--- src/rtl/mul_accum_if.sv ---
// Product-in / result-out handshake bundle for the multiply-accumulate back end.
// master drives products and consumes results; slave is the accumulator.
interface mul_accum_if #(
    parameter int N         = 4,
    parameter int ACC_W     = 16,
    parameter int MAX_TERMS = 8
);
    localparam int CW = $clog2(MAX_TERMS + 1);

    logic             prod_valid;
    logic             prod_ready;
    logic [2*N-1:0]   prod;
    logic             prod_last;

    logic             out_valid;
    logic             out_ready;
    logic [ACC_W-1:0] out_sum;
    logic [CW-1:0]    out_count;
    logic             out_ovf;

    modport master (
        output prod_valid, prod, prod_last, out_ready,
        input  prod_ready, out_valid, out_sum, out_count, out_ovf
    );

    modport slave (
        input  prod_valid, prod, prod_last, out_ready,
        output prod_ready, out_valid, out_sum, out_count, out_ovf
    );
endinterface

--- src/rtl/mul_accum.sv ---
// Sums groups of unsigned products (closed by prod_last or MAX_TERMS); MUL_ACCUM_SAT_EN selects clamp vs wrap.
// Latency: result valid 1 cycle after the closing accept; one product per cycle while gathering.
// Backpressure: result held while out_ready is low; prod_ready is 0 until the result is taken.
module mul_accum #(
    parameter int N         = 4,
    parameter int ACC_W     = 16,
    parameter int MAX_TERMS = 8
) (
    input  logic       clk,
    input  logic       rst_n,
    mul_accum_if.slave bus
);
    localparam int CW  = $clog2(MAX_TERMS + 1);
    localparam int PAD = ACC_W + 1 - 2*N;
    localparam logic [CW-1:0] MAX_CNT = CW'(MAX_TERMS);

    typedef enum logic {
        ACC  = 1'b0,
        DONE = 1'b1
    } state_t;

    state_t           state_q, state_d;
    logic [ACC_W-1:0] acc_q, acc_d;
    logic [CW-1:0]    cnt_q, cnt_d;
    logic             ovf_q, ovf_d;
    logic [ACC_W:0]   sum_ext;
    logic             accept;

    assign bus.prod_ready = (state_q == ACC) && rst_n;
    assign bus.out_valid  = (state_q == DONE);
    assign bus.out_sum    = acc_q;
    assign bus.out_count  = cnt_q;
    assign bus.out_ovf    = ovf_q;

    assign accept  = bus.prod_valid && bus.prod_ready;
    // One extra bit catches the carry out of the accumulator.
    assign sum_ext = {1'b0, acc_q} + {{PAD{1'b0}}, bus.prod};

    always_comb begin
        state_d = state_q;
        acc_d   = acc_q;
        cnt_d   = cnt_q;
        ovf_d   = ovf_q;
        case (state_q)
            ACC: begin
                if (accept) begin
`ifdef MUL_ACCUM_SAT_EN
                    // Once clamped, any further nonzero term carries out again, so it stays pinned.
                    acc_d = sum_ext[ACC_W] ? {ACC_W{1'b1}} : sum_ext[ACC_W-1:0];
`else
                    acc_d = sum_ext[ACC_W-1:0];
`endif
                    cnt_d = cnt_q + CW'(1);
                    ovf_d = ovf_q | sum_ext[ACC_W];
                    if (bus.prod_last || (cnt_d == MAX_CNT)) begin
                        state_d = DONE;
                    end
                end
            end
            DONE: begin
                if (bus.out_ready) begin
                    acc_d   = '0;
                    cnt_d   = '0;
                    ovf_d   = 1'b0;
                    state_d = ACC;
                end
            end
            default: state_d = ACC;
        endcase
    end

    always_ff @(posedge clk) begin
        if (!rst_n) begin
            state_q <= ACC;
        end else begin
            state_q <= state_d;
        end
    end

    always_ff @(posedge clk) begin
        if (!rst_n) begin
            acc_q <= '0;
            cnt_q <= '0;
            ovf_q <= 1'b0;
        end else begin
            acc_q <= acc_d;
            cnt_q <= cnt_d;
            ovf_q <= ovf_d;
        end
    end
endmodule

--- src/flat_wrapper.sv ---
// flat-port wrapper written by rule: the top's interface ports become plain ports
module mul_accum_flat 
#(
    parameter int N         = 4,
    parameter int ACC_W     = 16,
    parameter int MAX_TERMS = 8
)
  (clk, rst_n, bus_prod_valid, bus_prod, bus_prod_last, bus_out_ready, bus_prod_ready, bus_out_valid, bus_out_sum, bus_out_count, bus_out_ovf);
  mul_accum_if #(.N(N), .ACC_W(ACC_W), .MAX_TERMS(MAX_TERMS)) bus_i ();
  input  logic clk;
  input  logic rst_n;
  input wire logic [$bits(bus_i.prod_valid)-1:0] bus_prod_valid;
  input wire logic [$bits(bus_i.prod)-1:0] bus_prod;
  input wire logic [$bits(bus_i.prod_last)-1:0] bus_prod_last;
  input wire logic [$bits(bus_i.out_ready)-1:0] bus_out_ready;
  output wire logic [$bits(bus_i.prod_ready)-1:0] bus_prod_ready;
  output wire logic [$bits(bus_i.out_valid)-1:0] bus_out_valid;
  output wire logic [$bits(bus_i.out_sum)-1:0] bus_out_sum;
  output wire logic [$bits(bus_i.out_count)-1:0] bus_out_count;
  output wire logic [$bits(bus_i.out_ovf)-1:0] bus_out_ovf;
  assign bus_i.prod_valid = bus_prod_valid;
  assign bus_i.prod = bus_prod;
  assign bus_i.prod_last = bus_prod_last;
  assign bus_i.out_ready = bus_out_ready;
  assign bus_prod_ready = bus_i.prod_ready;
  assign bus_out_valid = bus_i.out_valid;
  assign bus_out_sum = bus_i.out_sum;
  assign bus_out_count = bus_i.out_count;
  assign bus_out_ovf = bus_i.out_ovf;
  mul_accum #(.N(N), .ACC_W(ACC_W), .MAX_TERMS(MAX_TERMS)) u_core (.clk(clk), .rst_n(rst_n), .bus(bus_i));
endmodule
--- config.mk ---
export PLATFORM = sky130hd
export DESIGN_NAME = mul_accum_flat
export DESIGN_NICKNAME = d
export VERILOG_FILES = /design/src/rtl/mul_accum_if.sv /design/src/rtl/mul_accum.sv /design/src/flat_wrapper.sv
export SDC_FILE = /design/constraint.sdc
export NUM_CORES = 1
export LEC_CHECK = 0
export BUFFER_PORTS_ARGS = -buffer_cell sky130_fd_sc_hd__buf_2
export CORE_MARGIN = 3
export CORE_UTILIZATION = 45
export DETAILED_ROUTE_END_ITERATION = 10
export MAX_ROUTING_LAYER = met4
export PLACE_DENSITY_LB_ADDON = 0.15
export SLEW_MARGIN = 0
export SYNTH_ARGS = -nofsm -noshare
export SYNTH_HDL_FRONTEND = slang
export SYNTH_SLANG_ARGS = --single-unit
--- constraint.sdc ---
create_clock -name clk -period 2.7 [get_ports clk]
set_input_delay 0.135 -clock clk [delete_from_list [all_inputs] [get_ports clk]]
set_output_delay 0.135 -clock clk [all_outputs]
set_load 0.05 [all_outputs]
==> results of run 1 <==
## layer usage
layer  GRT usage (%)  share of wire (%)  vias up
met5               -                  0        -
met4            4.55                1.2        0
met3            4.82                5.4        4
met2            29.1                 45       40
met1            26.3                 49      641
li1                -                  -      699
## area by class of cell
type | instances | area (sq um)
fillers | 287 | 1250
multi-input cells | 139 | 907
flip-flops and latches | 22 | 440
repair buffers | 35 | 175
well taps | 31 | 38.8
clock buffers | 3 | 22.5
inverters | 6 | 22.5
## synthesized netlist by cell type (5+ instances only)
master | count | share of area, %
sky130_fd_sc_hd__nor2_1 | 16 | 4.3
sky130_fd_sc_hd__nor2b_1 | 6 | 2.7
sky130_fd_sc_hd__a31oi_1 | 5 | 2.3
sky130_fd_sc_hd__o211ai_1 | 6 | 3.2
sky130_fd_sc_hd__dfxtp_1 | 22 | 32
sky130_fd_sc_hd__nand2_1 | 18 | 4.9
sky130_fd_sc_hd__inv_1 | 6 | 1.6
sky130_fd_sc_hd__o21ai_0 | 8 | 2.9
sky130_fd_sc_hd__nand3_1 | 8 | 2.9
sky130_fd_sc_hd__and2_1 | 6 | 2.7
sky130_fd_sc_hd__a21oi_1 | 9 | 3.2
sky130_fd_sc_hd__ha_1 | 9 | 8.1
## layout by cell type (no fill, tap or decap), types with 2 or more instances in the layout
master and count:
sky130_fd_sc_hd__buf_2 35, sky130_fd_sc_hd__dfxtp_1 22, sky130_fd_sc_hd__nand2_1 18, sky130_fd_sc_hd__nor2_1 16
sky130_fd_sc_hd__a21oi_1 9, sky130_fd_sc_hd__ha_1 9, sky130_fd_sc_hd__o21ai_0 8, sky130_fd_sc_hd__nand3_1 8
sky130_fd_sc_hd__inv_1 6, sky130_fd_sc_hd__nor2b_1 6, sky130_fd_sc_hd__and2_1 6, sky130_fd_sc_hd__o211ai_1 6
sky130_fd_sc_hd__a31oi_1 5, sky130_fd_sc_hd__a22oi_1 3, sky130_fd_sc_hd__o21a_1 3, sky130_fd_sc_hd__a21o_1 3
sky130_fd_sc_hd__nor3_1 3, sky130_fd_sc_hd__mux2i_1 3, sky130_fd_sc_hd__a211oi_1 3, sky130_fd_sc_hd__clkbuf_4 3
sky130_fd_sc_hd__xnor2_1 2, sky130_fd_sc_hd__and4_1 2, sky130_fd_sc_hd__a31o_2 2, sky130_fd_sc_hd__nor4_1 2
sky130_fd_sc_hd__nand2b_1 2, sky130_fd_sc_hd__xor2_1 2
## power groups by stage
stage	clock, W	combinational (W)	sequential (W)
detailed placement	0	0.000224	0.000360
global route	0.000171	0.000248	0.000356
global placement	0	0.000220	0.000359
floorplan	0	0.000122	0.000409
CTS	0.000156	0.000225	0.000353
finish	0.000150	0.000226	0.000353
## state kept, by name (all words and copies together) (netlist names)
signal and flops:
u_core.bus.out_ovf 1, u_core.bus.out_count 4, u_core.bus.out_valid 1, u_core.bus.out_sum 16
## per-stage QoR
step,hold slack [ns],cells,worst slack [ns]
final,0.173,236,0.603
after floorplan,0.263,171,0.416
after detailed placement,0.466,233,0.638
after CTS,0.166,236,0.615
after global routing,0.197,236,0.469
after global placement,0.470,233,0.728
## worst reg2reg max path, stage by stage, from the launching register on
cell	delay, ns
sky130_fd_sc_hd__dfxtp_1	0.37
sky130_fd_sc_hd__ha_1	0.20
sky130_fd_sc_hd__inv_1	0.06
sky130_fd_sc_hd__fa_1	0.43
sky130_fd_sc_hd__nor2b_4	0.13
sky130_fd_sc_hd__o31a_1	0.18
sky130_fd_sc_hd__o21a_2	0.24
sky130_fd_sc_hd__and4_1	0.23
sky130_fd_sc_hd__mux2i_1	0.18
## logic make-up after synthesis
group                    share of synthesized area [%]
AND/OR/NAND/NOR                                   25.7
AO/OA/AOI/OAI                                     25.5
flip-flops                                        31.8
buffers and inverters                             2.80
adder cells (fa/ha/maj)                           9.57
XOR/XNOR                                          2.53
multiplexers                                      2.17
## how the worst min path moves through the flow
stage | to | from
after floorplan | u_core.bus.out_valid$_SDFF_PN0_ | rst_n
after global placement | u_core.bus.out_sum[7]$_SDFFE_PN0P_ | u_core.bus.out_sum[7]$_SDFFE_PN0P_
after detailed placement | u_core.bus.out_ovf$_SDFFE_PN0P_ | u_core.bus.out_ovf$_SDFFE_PN0P_
after CTS | u_core.bus.out_count[3]$_SDFFE_PN0P_ | rst_n
after global routing | u_core.bus.out_sum[2]$_SDFFE_PN0P_ | rst_n
final | u_core.bus.out_count[3]$_SDFFE_PN0P_ | rst_n
==> results.py, run 1 <==
metrics = {
    "run_status": {
        "outcome": "finished, final reports clean",
    },
    "layout": {
        "postLayoutCoreUtil_pct": 56.3,
        "antenna-diode-count": 0,
        "design.final.nets": 230,
        "flow.area_growth_from_synthesis_pct": 15.9,
        "drive_gt1_share_pct": 21.0,
        "final_instance_area_sq_um": 1610,
    },
    "synth": {
        "asyncSetResetFlopFracSynth_pct": 0,
        "synth.net_count": 194,
        "synth_seq_area_share_pct": 31.8,
        "ys_ff_latch": 22,
        "synthesis.instances": 171,
        "synth_edf_count": 0,
        "postSynthAreaPerCell_sq_um": 8.11,
        "synth_area_sq_um": 1390,
        "postSynth.topFlopCell": "sky130_fd_sc_hd__dfxtp_1",
        "ys_types": 44,
        "yosys_warnings": 0,
    },
    "job": {
        "drv_cap": 0,
    },
    "drt": {
        "ant_nets": 0,
        "routed_wirelength_mm": 3.28,
        "num_vias": 1384,
        "drc": 0,
        "firstDrtPassIters": 4,
        "post_drt_wl_per_cell_um": 13.9,
        "detail_route.iter0.violations": 81,
        "vias_per_cell": 5.86,
    },
    "clocking": {
        "tritoncts.num_buffers": 3,
        "numClockSinks": 22,
        "cts_htree_levels": 1,
        "ctsLongestPathBuffers": 2,
        "cts_tree": "built",
        "root_buffer": "sky130_fd_sc_hd__clkbuf_4",
        "cts_setup_buffers": 0,
        "cts_hold_repair_buffers": 0,
        "cts.clk_slew.worst_paths_ns": 0.12,
        "worstSkewPairLatency_ns": 0.31,
        "postCtsResizedCells": 0,
    },
    "sta": {
        "final_report_max_slew_violation_count": 0,
        "number_of_endpoints_failing_setup_at_the_final_stage": 0,
        "period_needed_ns": 2.10,
        "max_slew.worst_pin.slew_ns": 0.516,
        "slew-limit-headroom_pct": 65.5,
        "maximum_frequency_from_static_timing_analysis_mhz": 477,
        "finClkSkew_ns": 0.00392,
        "setup_tns_after_final_layout_ns": 0,
        "timing.final.crit_share_pct": 77.7,
        "rsz0062_at_grt": "false",
        "final_hold_violation_count": 0,
    },
    "setup_path": {
        "cp_cell_sequence": "ha_1, inv_1, fa_1, nor2b_4, o31a_1, o21a_2, and4_1, mux2i_1",
        "critical_path.endpoint": "u_core.bus.out_sum[10]$_SDFFE_PN0P_",
        "path_class": "reg2reg",
        "critical_path.max_stage_delay_ns": 0.43,
        "timing.critical_path.from": "u_core.bus.out_sum[0]$_SDFFE_PN0P_",
        "crit_path_max_fanout": 8,
        "reg2regPathDepth": 8,
        "worst-r2r-setup-slack_ns": 0.60,
        "worstSetupPathDepth": 8,
        "top_family_by_delay_on_critical_path": "adder cells",
        "worstReg2RegEnd": "u_core.bus.out_sum[10]$_SDFFE_PN0P_",
        "crit_required_ns": 2.94,
        "setup_crit_start_kind": "register",
        "cp.buffers_inverters": 1,
        "cpMaxStageDelayCell": "sky130_fd_sc_hd__fa_1",
        "worstPathArrival_ns": 2.34,
        "worst_r2r_startpoint": "u_core.bus.out_sum[0]$_SDFFE_PN0P_",
        "timing.critical_path.to_type": "register",
    },
    "grt": {
        "first_global_vias": 1211,
        "gr-total-overflow": 0,
        "global_route_wire_length_before_repair_mm": 5.44,
        "grt_use_total_pct": 19.5,
        "antenna_found_initial": 0,
        "grt_start_max_net_pins": 16,
    },
    "min_path": {
        "hold_path.class": "in2reg",
        "hold-path-cell-count": 2,
    },
    "power_and_ir_drop": {
        "p_int_w": 0.000465,
        "leakage_power_nw": 0.737,
        "power.density_nw_per_um2": 454,
        "clock_power_share_pct": 20.6,
        "vdd_drop_max_uv": 294,
        "sequentialPowerShare_pct": 48.4,
        "combinational_share_of_power_pct": 31.0,
        "netSwitchingFraction_pct": 36.2,
        "p_sw_w": 0.000264,
        "totalPowerFinal_w": 0.000729,
    },
    "placed_design": {
        "gp_congestion": 0.819,
        "detailedPlacementHpwl_mm": 2.46,
        "buffers_added_on_ports": 35,
        "dpl_cell_area_sq_um": 1580,
    },
    "floorplan": {
        "die_y_um": 61.5,
        "floorplan.core_area_sq_um": 2850,
        "placement_rows": 19,
        "floorplan.initialDensity_pct": 48.6,
        "design.die.area_sq_um": 3780,
        "ioPinCount": 36,
        "die-width_um": 61.5,
    },
}
(Power assumes the default switching activity.)
==> inputs of run 2 (changes only) <==
--- a/config.mk
+++ b/config.mk
@@ -5,6 +5,7 @@
 export SDC_FILE = /design/constraint.sdc
 export NUM_CORES = 1
 export LEC_CHECK = 0
+export ABC_AREA = 1
 export BUFFER_PORTS_ARGS = -buffer_cell sky130_fd_sc_hd__buf_2
 export CORE_MARGIN = 3
 export CORE_UTILIZATION = 45
==> constraint.sdc (replaced) <==
create_clock -name clk -period 2.1 [get_ports clk]
set_input_delay 0.105 -clock clk [delete_from_list [all_inputs] [get_ports clk]]
set_output_delay 0.105 -clock clk [all_outputs]
set_load 0.05 [all_outputs]
==> run 2 against run 1 <==
Combinational power rose by 5%. Register-to-register slack got worse by 0.32 ns. Worst hold slack got worse by 0.12 ns. Die area rose by 6.7%. Global-route usage fell by 1.1 points. First-iteration DRC count fell by 11%. Non-clock buffer count did not move. Cell area rose by 7.2%. Synthesized area rose by 7.4%. Critical path depth rose by 3. Maximum frequency rose by 15%. Critical endpoint is now u_core.bus.out_sum[12]$_SDFFE_PN0P_. Largest power group unchanged.
==> results.py, run 2 <==
metrics = {
    "floorplan": {
        "floorplan.initialDensity_pct": 48.0,
        "ioPinCount": 36,
        "die_y_um": 63.5,
        "design.die.area_sq_um": 4030,
        "die-width_um": 63.5,
        "placement_rows": 20,
        "floorplan.core_area_sq_um": 3100,
    },
    "synth": {
        "synth.net_count": 248,
        "compound_gate_portion_of_the_synthesized_area_pct": 11.0,
        "asyncSetResetFlopFracSynth_pct": 0,
        "post_synth_fa_ha_maj_area_fraction_pct": 8.91,
        "synth_top_family_by_area": "simple AND/OR/NAND/NOR gates",
        "leading_post_synthesis_cells_by_cell_area": "sky130_fd_sc_hd__dfxtp_1 (30%), sky130_fd_sc_hd__nand2_1 (19%), sky130_fd_sc_hd__nand3_1 (7.7%), sky130_fd_sc_hd__ha_1 (7.6%), sky130_fd_sc_hd__a21oi_1 (6.1%)",
        "synth_commonest_cells": "sky130_fd_sc_hd__nand2_1 (74), sky130_fd_sc_hd__nand3_1 (23), sky130_fd_sc_hd__dfxtp_1 (22), sky130_fd_sc_hd__inv_1 (22)",
        "netlist.area_leader.share_pct": 29.6,
        "most_area_hungry_cell_type_in_the_yosys_netlist": "sky130_fd_sc_hd__dfxtp_1",
        "post_synth_mux_area_share_pct": 0,
        "postSynth.topFlopCell": "sky130_fd_sc_hd__dfxtp_1",
        "synthMostInstantiatedCell": "sky130_fd_sc_hd__nand2_1",
        "ys_ff_latch": 22,
        "yosys_warnings": 0,
        "ys_types": 30,
        "synthesis.instances": 225,
        "postSynthAreaPerCell_sq_um": 6.62,
        "synth_seq_area_share_pct": 29.6,
        "synth_edf_count": 0,
        "synth_area_sq_um": 1490,
        "xor_xnor_share_of_the_synthesized_area_pct": 0.588,
        "synthSimpleGateAreaFrac_pct": 41.1,
    },
    "setup_path": {
        "timing.critical_path.to_type": "register",
        "crit_path_max_fanout": 5,
        "path_class": "reg2reg",
        "crit_required_ns": 2.32,
        "setup_crit_start_kind": "register",
        "worstPathArrival_ns": 2.04,
    },
    "clocking": {
        "cts_htree_levels": 1,
        "cts_tree": "built",
        "postCtsResizedCells": 0,
        "worstSkewPairLatency_ns": 0.31,
        "tritoncts.num_buffers": 3,
        "root_buffer": "sky130_fd_sc_hd__clkbuf_4",
        "numClockSinks": 22,
        "cts.clk_slew.worst_paths_ns": 0.13,
        "cts_hold_repair_buffers": 0,
        "ctsLongestPathBuffers": 2,
        "cts_setup_buffers": 0,
    },
    "sta": {
        "number_of_endpoints_failing_setup_at_the_final_stage": 0,
        "maximum_frequency_from_static_timing_analysis_mhz": 549,
        "timing.final.crit_share_pct": 86.7,
        "slew-limit-headroom_pct": 80.5,
        "rsz0062_at_grt": "false",
        "period_needed_ns": 1.82,
        "finClkSkew_ns": 0.00903,
        "final_hold_violation_count": 0,
        "worst_hold_slack_ns": 0.0527,
        "max_slew.worst_pin.slew_ns": 0.292,
        "final_report_max_slew_violation_count": 0,
        "setup_tns_after_final_layout_ns": 0,
    },
    "power_and_ir_drop": {
        "clock_power_share_pct": 25.9,
        "vdd_drop_max_uv": 447,
        "combinational_share_of_power_pct": 25.8,
        "p_int_w": 0.000608,
        "power.density_nw_per_um2": 534,
        "leakage_power_nw": 0.854,
        "p_sw_w": 0.000311,
        "sequentialPowerShare_pct": 48.3,
        "netSwitchingFraction_pct": 33.8,
    },
    "layout": {
        "largest_register_ff_count": 16,
        "drive_gt1_share_pct": 21.9,
        "most_common_cell_after_layout_fill_and_taps_aside": "sky130_fd_sc_hd__nand2_1",
        "most_frequent_cells_in_the_layout": "sky130_fd_sc_hd__nand2_1 (74), sky130_fd_sc_hd__buf_2 (35), sky130_fd_sc_hd__nand3_1 (23)",
        "flow.area_growth_from_synthesis_pct": 15.6,
        "postLayoutCoreUtil_pct": 55.5,
        "finalNonFillerCells": 304,
        "design.final.nets": 284,
        "antenna-diode-count": 0,
        "n_fill_cell": 338,
    },
    "grt": {
        "grt_use_total_pct": 18.4,
        "antenna_found_initial": 0,
        "first_global_vias": 1297,
        "gr-total-overflow": 0,
        "grt_start_max_net_pins": 13,
        "global_route_wire_length_before_repair_mm": 5.85,
    },
    "drt": {
        "firstDrtPassIters": 4,
        "vias_per_cell": 4.99,
        "ant_nets": 0,
        "detail_route.iter0.violations": 72,
        "drc": 0,
        "num_vias": 1517,
        "post_drt_wl_per_cell_um": 11.1,
        "routed_wirelength_mm": 3.38,
    },
    "job": {
        "drv_cap": 0,
    },
    "placed_design": {
        "buffers_added_on_ports": 35,
        "post-place-cells": 300,
        "gp_congestion": 0.866,
        "detailedPlacementHpwl_mm": 2.64,
    },
    "min_path": {
        "hold_path.class": "in2reg",
    },
    "run_status": {
        "outcome": "finished, final reports clean",
    },
}
-- run 2: cell type report --
| type | instances | area [sq um] | area share (%) |
|---|---|---|---|
| Timing Repair Buffer | 35 | 175 | 10.2 |
| Multi-Input combinational cell | 173 | 917 | 53.3 |
| Inverter | 26 | 97.6 | 5.67 |
| Sequential cell | 22 | 440 | 25.6 |
| Clock buffer | 4 | 36.3 | 2.11 |
| Tap cell | 44 | 55.1 | 3.20 |
-- run 2: per-layer routing --
layer  wire (um)  part of all wire [%]  GRT usage [%]  vias to the layer above
li1            -                     -              -                      796
met1        1640                    48           23.9                      683
met2        1540                    45           29.2                       36
met3         185                   5.5           3.92                        2
met4          21                  0.62           4.04                        0
met5           0                     0              -                        -
-- run 2: power by group through the flow --
stage                     combinational, W  sequential, W  clock [W]
after floorplan                   0.000136       0.000502          0
after global placement            0.000236       0.000454          0
after detailed placement          0.000237       0.000454          0
after CTS                         0.000238       0.000445   0.000248
after global routing              0.000264       0.000448   0.000268
final                             0.000237       0.000444   0.000238
-- run 2: cells by family after synthesis --
| logic type | after synthesis |
|---|---|
| XOR/XNOR | 1 |
| adder cells (fa/ha/maj) | 10 |
| flip-flops | 22 |
| AO/OA/AOI/OAI | 29 |
| buffers and inverters | 30 |
| AND/OR/NAND/NOR | 133 |
-- run 2: critical path, stage by stage, from the launching register on --
cell                      delay, ns
sky130_fd_sc_hd__dfxtp_1       0.37
sky130_fd_sc_hd__ha_1          0.19
sky130_fd_sc_hd__inv_1         0.06
sky130_fd_sc_hd__fa_1          0.36
sky130_fd_sc_hd__inv_1         0.12
sky130_fd_sc_hd__nand3_1       0.08
sky130_fd_sc_hd__nand3_1       0.13
sky130_fd_sc_hd__nand2_1       0.07
sky130_fd_sc_hd__nand2_1       0.15
sky130_fd_sc_hd__nand3_1       0.09
sky130_fd_sc_hd__nand2_1       0.07
sky130_fd_sc_hd__nor2_1        0.04
-- run 2: final timing paths --
kind                                      startpoint  cells past startpoint                                  end  slack (ns)
hold / removal                                 rst_n                      2      u_core.bus.out_valid$_SDFF_PN0_        0.05
setup reg to reg  u_core.bus.out_sum[0]$_SDFFE_PN0P_                     11  u_core.bus.out_sum[12]$_SDFFE_PN0P_        0.28
hold reg to reg      u_core.bus.out_ovf$_SDFFE_PN0P_                      2      u_core.bus.out_ovf$_SDFFE_PN0P_        0.46
setup / recovery  u_core.bus.out_sum[0]$_SDFFE_PN0P_                     11  u_core.bus.out_sum[12]$_SDFFE_PN0P_        0.28
-- run 2: metrics by stage --
step           area [sq um]  power, W  setup WS [ns]
6_report               1720  0.000920          0.279
5_1_grt                1720  0.000980         0.0731
4_1_cts                1720  0.000930          0.289
3_5_place_dp           1690  0.000691          0.313
3_3_place_gp           1690  0.000689          0.381
2_1_floorplan          1490  0.000639         0.0689
==> inputs of run 3 (changes only) <==
--- a/config.mk
+++ b/config.mk
@@ -11,7 +11,7 @@
 export CORE_UTILIZATION = 45
 export DETAILED_ROUTE_END_ITERATION = 10
 export MAX_ROUTING_LAYER = met4
-export PLACE_DENSITY_LB_ADDON = 0.15
+export PLACE_DENSITY = 0.7
 export SLEW_MARGIN = 0
 export SYNTH_ARGS = -nofsm -noshare
 export SYNTH_HDL_FRONTEND = slang
==> run 3 against run 2 <==
Worst hold slack worse by 0.014 ns. Utilization is 0.52 points higher. Clock power grew 40%. Non-clock buffer count stayed put. Maximum frequency about the same. Flip-flop and latch count unchanged. Cell area is 0.95% higher. Critical path depth shrank 1. Register-to-register slack is essentially flat. Sequential power about the same. Sequential share of layout area down 0.24 points. Clock-buffer cell count down 1. Critical path type unchanged. Highest routed layer unchanged.
==> results.py, run 3 (same netlist as run 2, synthesis figures left out) <==
metrics = {
    "grt": {
        "grt_use_total_pct": 18.0,
        "antenna_found_initial": 0,
        "gr-total-overflow": 0,
        "grt_start_max_net_pins": 14,
        "global_route_wire_length_before_repair_mm": 5.77,
        "first_global_vias": 1310,
    },
    "layout": {
        "drive_gt1_share_pct": 21.9,
        "largest_register_ff_count": 16,
        "most_frequent_cells_in_the_layout": "sky130_fd_sc_hd__nand2_1 (74), sky130_fd_sc_hd__buf_2 (35), sky130_fd_sc_hd__nand3_1 (23)",
        "most_common_cell_after_layout_fill_and_taps_aside": "sky130_fd_sc_hd__nand2_1",
        "final-seq-area_sq_um": 440,
        "flow.area_growth_from_synthesis_pct": 16.7,
        "n_fill_cell": 335,
        "antenna-diode-count": 0,
        "finalNonFillerCells": 304,
        "design.final.nets": 284,
        "multiInputGateArea_sq_um": 917,
    },
    "clocking": {
        "cts_hold_repair_buffers": 0,
        "cts.clk_slew.worst_paths_ns": 0.13,
        "numClockSinks": 22,
        "cts_tree": "built",
        "tritoncts.num_buffers": 3,
        "worstSkewPairLatency_ns": 0.31,
        "cts_setup_buffers": 0,
        "cts_htree_levels": 1,
        "postCtsResizedCells": 0,
        "root_buffer": "sky130_fd_sc_hd__clkbuf_4",
        "ctsLongestPathBuffers": 2,
    },
    "drt": {
        "drc": 0,
        "num_vias": 1507,
        "detail_route.iter0.violations": 63,
        "firstDrtPassIters": 4,
        "wl_met1_mm": 1.67,
        "post_drt_wl_per_cell_um": 11.2,
        "met3WireLength_um": 149,
        "vias_per_cell": 4.96,
        "met2WireLength_mm": 1.56,
        "top_metal_layer_carrying_routed_signals": "met4",
        "ant_nets": 0,
        "routed_wirelength_mm": 3.39,
    },
    "setup_path": {
        "reg2regPathDepth": 10,
        "crit_path_max_fanout": 5,
        "worstPathArrival_ns": 2.08,
        "path_class": "reg2reg",
        "worst-r2r-setup-slack_ns": 0.28,
        "setup_crit_start_kind": "register",
        "crit_required_ns": 2.36,
        "worst_r2r_startpoint": "u_core.bus.out_sum[0]$_SDFFE_PN0P_",
        "worstReg2RegEnd": "u_core.bus.out_sum[8]$_SDFFE_PN0P_",
        "timing.critical_path.to_type": "register",
    },
    "placed_design": {
        "detailedPlacementHpwl_mm": 2.66,
        "gp_congestion": 0.888,
        "place_ws_ns": 0.317,
        "buffers_added_on_ports": 35,
        "post-place-cells": 300,
    },
    "sta": {
        "final_report_max_slew_violation_count": 0,
        "maximum_frequency_from_static_timing_analysis_mhz": 550,
        "final_hold_violation_count": 0,
        "timing.final.crit_share_pct": 86.7,
        "setup_ws_ns": 0.280,
        "max_slew.worst_pin.slew_ns": 0.267,
        "slew-limit-headroom_pct": 82.2,
        "finClkSkew_ns": 0.00246,
        "setup_tns_after_final_layout_ns": 0,
        "rsz0062_at_grt": "false",
        "period_needed_ns": 1.82,
        "number_of_endpoints_failing_setup_at_the_final_stage": 0,
    },
    "floorplan": {
        "floorplan.initialDensity_pct": 48.0,
        "placement_rows": 20,
        "design.die.area_sq_um": 4030,
        "die-width_um": 63.5,
        "floorplan.core_area_sq_um": 3100,
        "ioPinCount": 36,
        "die_y_um": 63.5,
    },
    "power_and_ir_drop": {
        "vdd_drop_max_uv": 389,
        "power.density_nw_per_um2": 583,
        "leakage_power_nw": 0.861,
    },
    "min_path": {
        "worst_hold_path.endpoint": "u_core.bus.out_valid$_SDFF_PN0_",
        "hold_path.class": "in2reg",
        "hold-path-cell-count": 2,
        "hold_path_startpoint": "rst_n",
    },
    "run_status": {
        "outcome": "finished, final reports clean",
    },
    "job": {
        "drv_cap": 0,
    },
}
[run 3: final cells by class]
type | count | area share [%]
Clock buffer | 3 | 1.30
Clock inverter | 1 | 1.73
Inverter | 26 | 5.62
Multi-Input combinational cell | 173 | 52.8
Sequential cell | 22 | 25.3
Tap cell | 44 | 3.17
Timing Repair Buffer | 35 | 10.1
[run 3: routing by layer]
metal / vias up / GRT usage [%]
li1: 793 / -
met1: 678 / 24.0
met2: 34 / 28.0
met3: 2 / 3.03
met4: 0 / 4.85
met5: - / -
[run 3: per-stage QoR]
step / cell area [sq um] / total power, W / hold slack (ns) / utilization (%)
CTS: 1740 / 0.00102 / 0.0288 / 56.0
detailed placement: 1690 / 0.000690 / 0.372 / 54.3
floorplan: 1490 / 0.000639 / 0.222 / -
finish: 1740 / 0.00101 / 0.0384 / 56.0
global placement: 1690 / 0.000687 / 0.376 / 54.3
global route: 1740 / 0.00107 / 0.0354 / 56.0
[run 3: power by group]
part	leakage, nW	switching, W	total (W)	internal [W]
Combinational	0.655	0.000165	0.000236	0.0000707
Sequential	0.179	0.0000124	0.000444	0.000432
Clock	0.0279	0.000141	0.000333	0.000193
Total	0.861	0.000318	0.00101	0.000695
[run 3: worst max-delay path, cell delays in order, from the launching register on]
cell,delay [ns]
sky130_fd_sc_hd__dfxtp_1,0.38
sky130_fd_sc_hd__ha_1,0.20
sky130_fd_sc_hd__inv_1,0.06
sky130_fd_sc_hd__fa_1,0.35
sky130_fd_sc_hd__inv_1,0.12
sky130_fd_sc_hd__nand3_1,0.08
sky130_fd_sc_hd__nand3_1,0.13
sky130_fd_sc_hd__nand2_1,0.06
sky130_fd_sc_hd__nand2_1,0.14
sky130_fd_sc_hd__nand3b_1,0.09
sky130_fd_sc_hd__a21oi_1,0.14
[run 3: how the worst max path moves through the flow]
stage / to / start / slack (ns)
2_1_floorplan: u_core.bus.out_sum[12]$_SDFFE_PN0P_ / u_core.bus.out_sum[0]$_SDFFE_PN0P_ / 0.07
3_3_place_gp: u_core.bus.out_sum[12]$_SDFFE_PN0P_ / u_core.bus.out_sum[0]$_SDFFE_PN0P_ / 0.39
3_5_place_dp: u_core.bus.out_sum[8]$_SDFFE_PN0P_ / u_core.bus.out_sum[0]$_SDFFE_PN0P_ / 0.32
4_1_cts: u_core.bus.out_sum[8]$_SDFFE_PN0P_ / u_core.bus.out_sum[0]$_SDFFE_PN0P_ / 0.29
5_1_grt: u_core.bus.out_ovf$_SDFFE_PN0P_ / u_core.bus.out_sum[0]$_SDFFE_PN0P_ / 0.03
6_report: u_core.bus.out_sum[8]$_SDFFE_PN0P_ / u_core.bus.out_sum[0]$_SDFFE_PN0P_ / 0.28
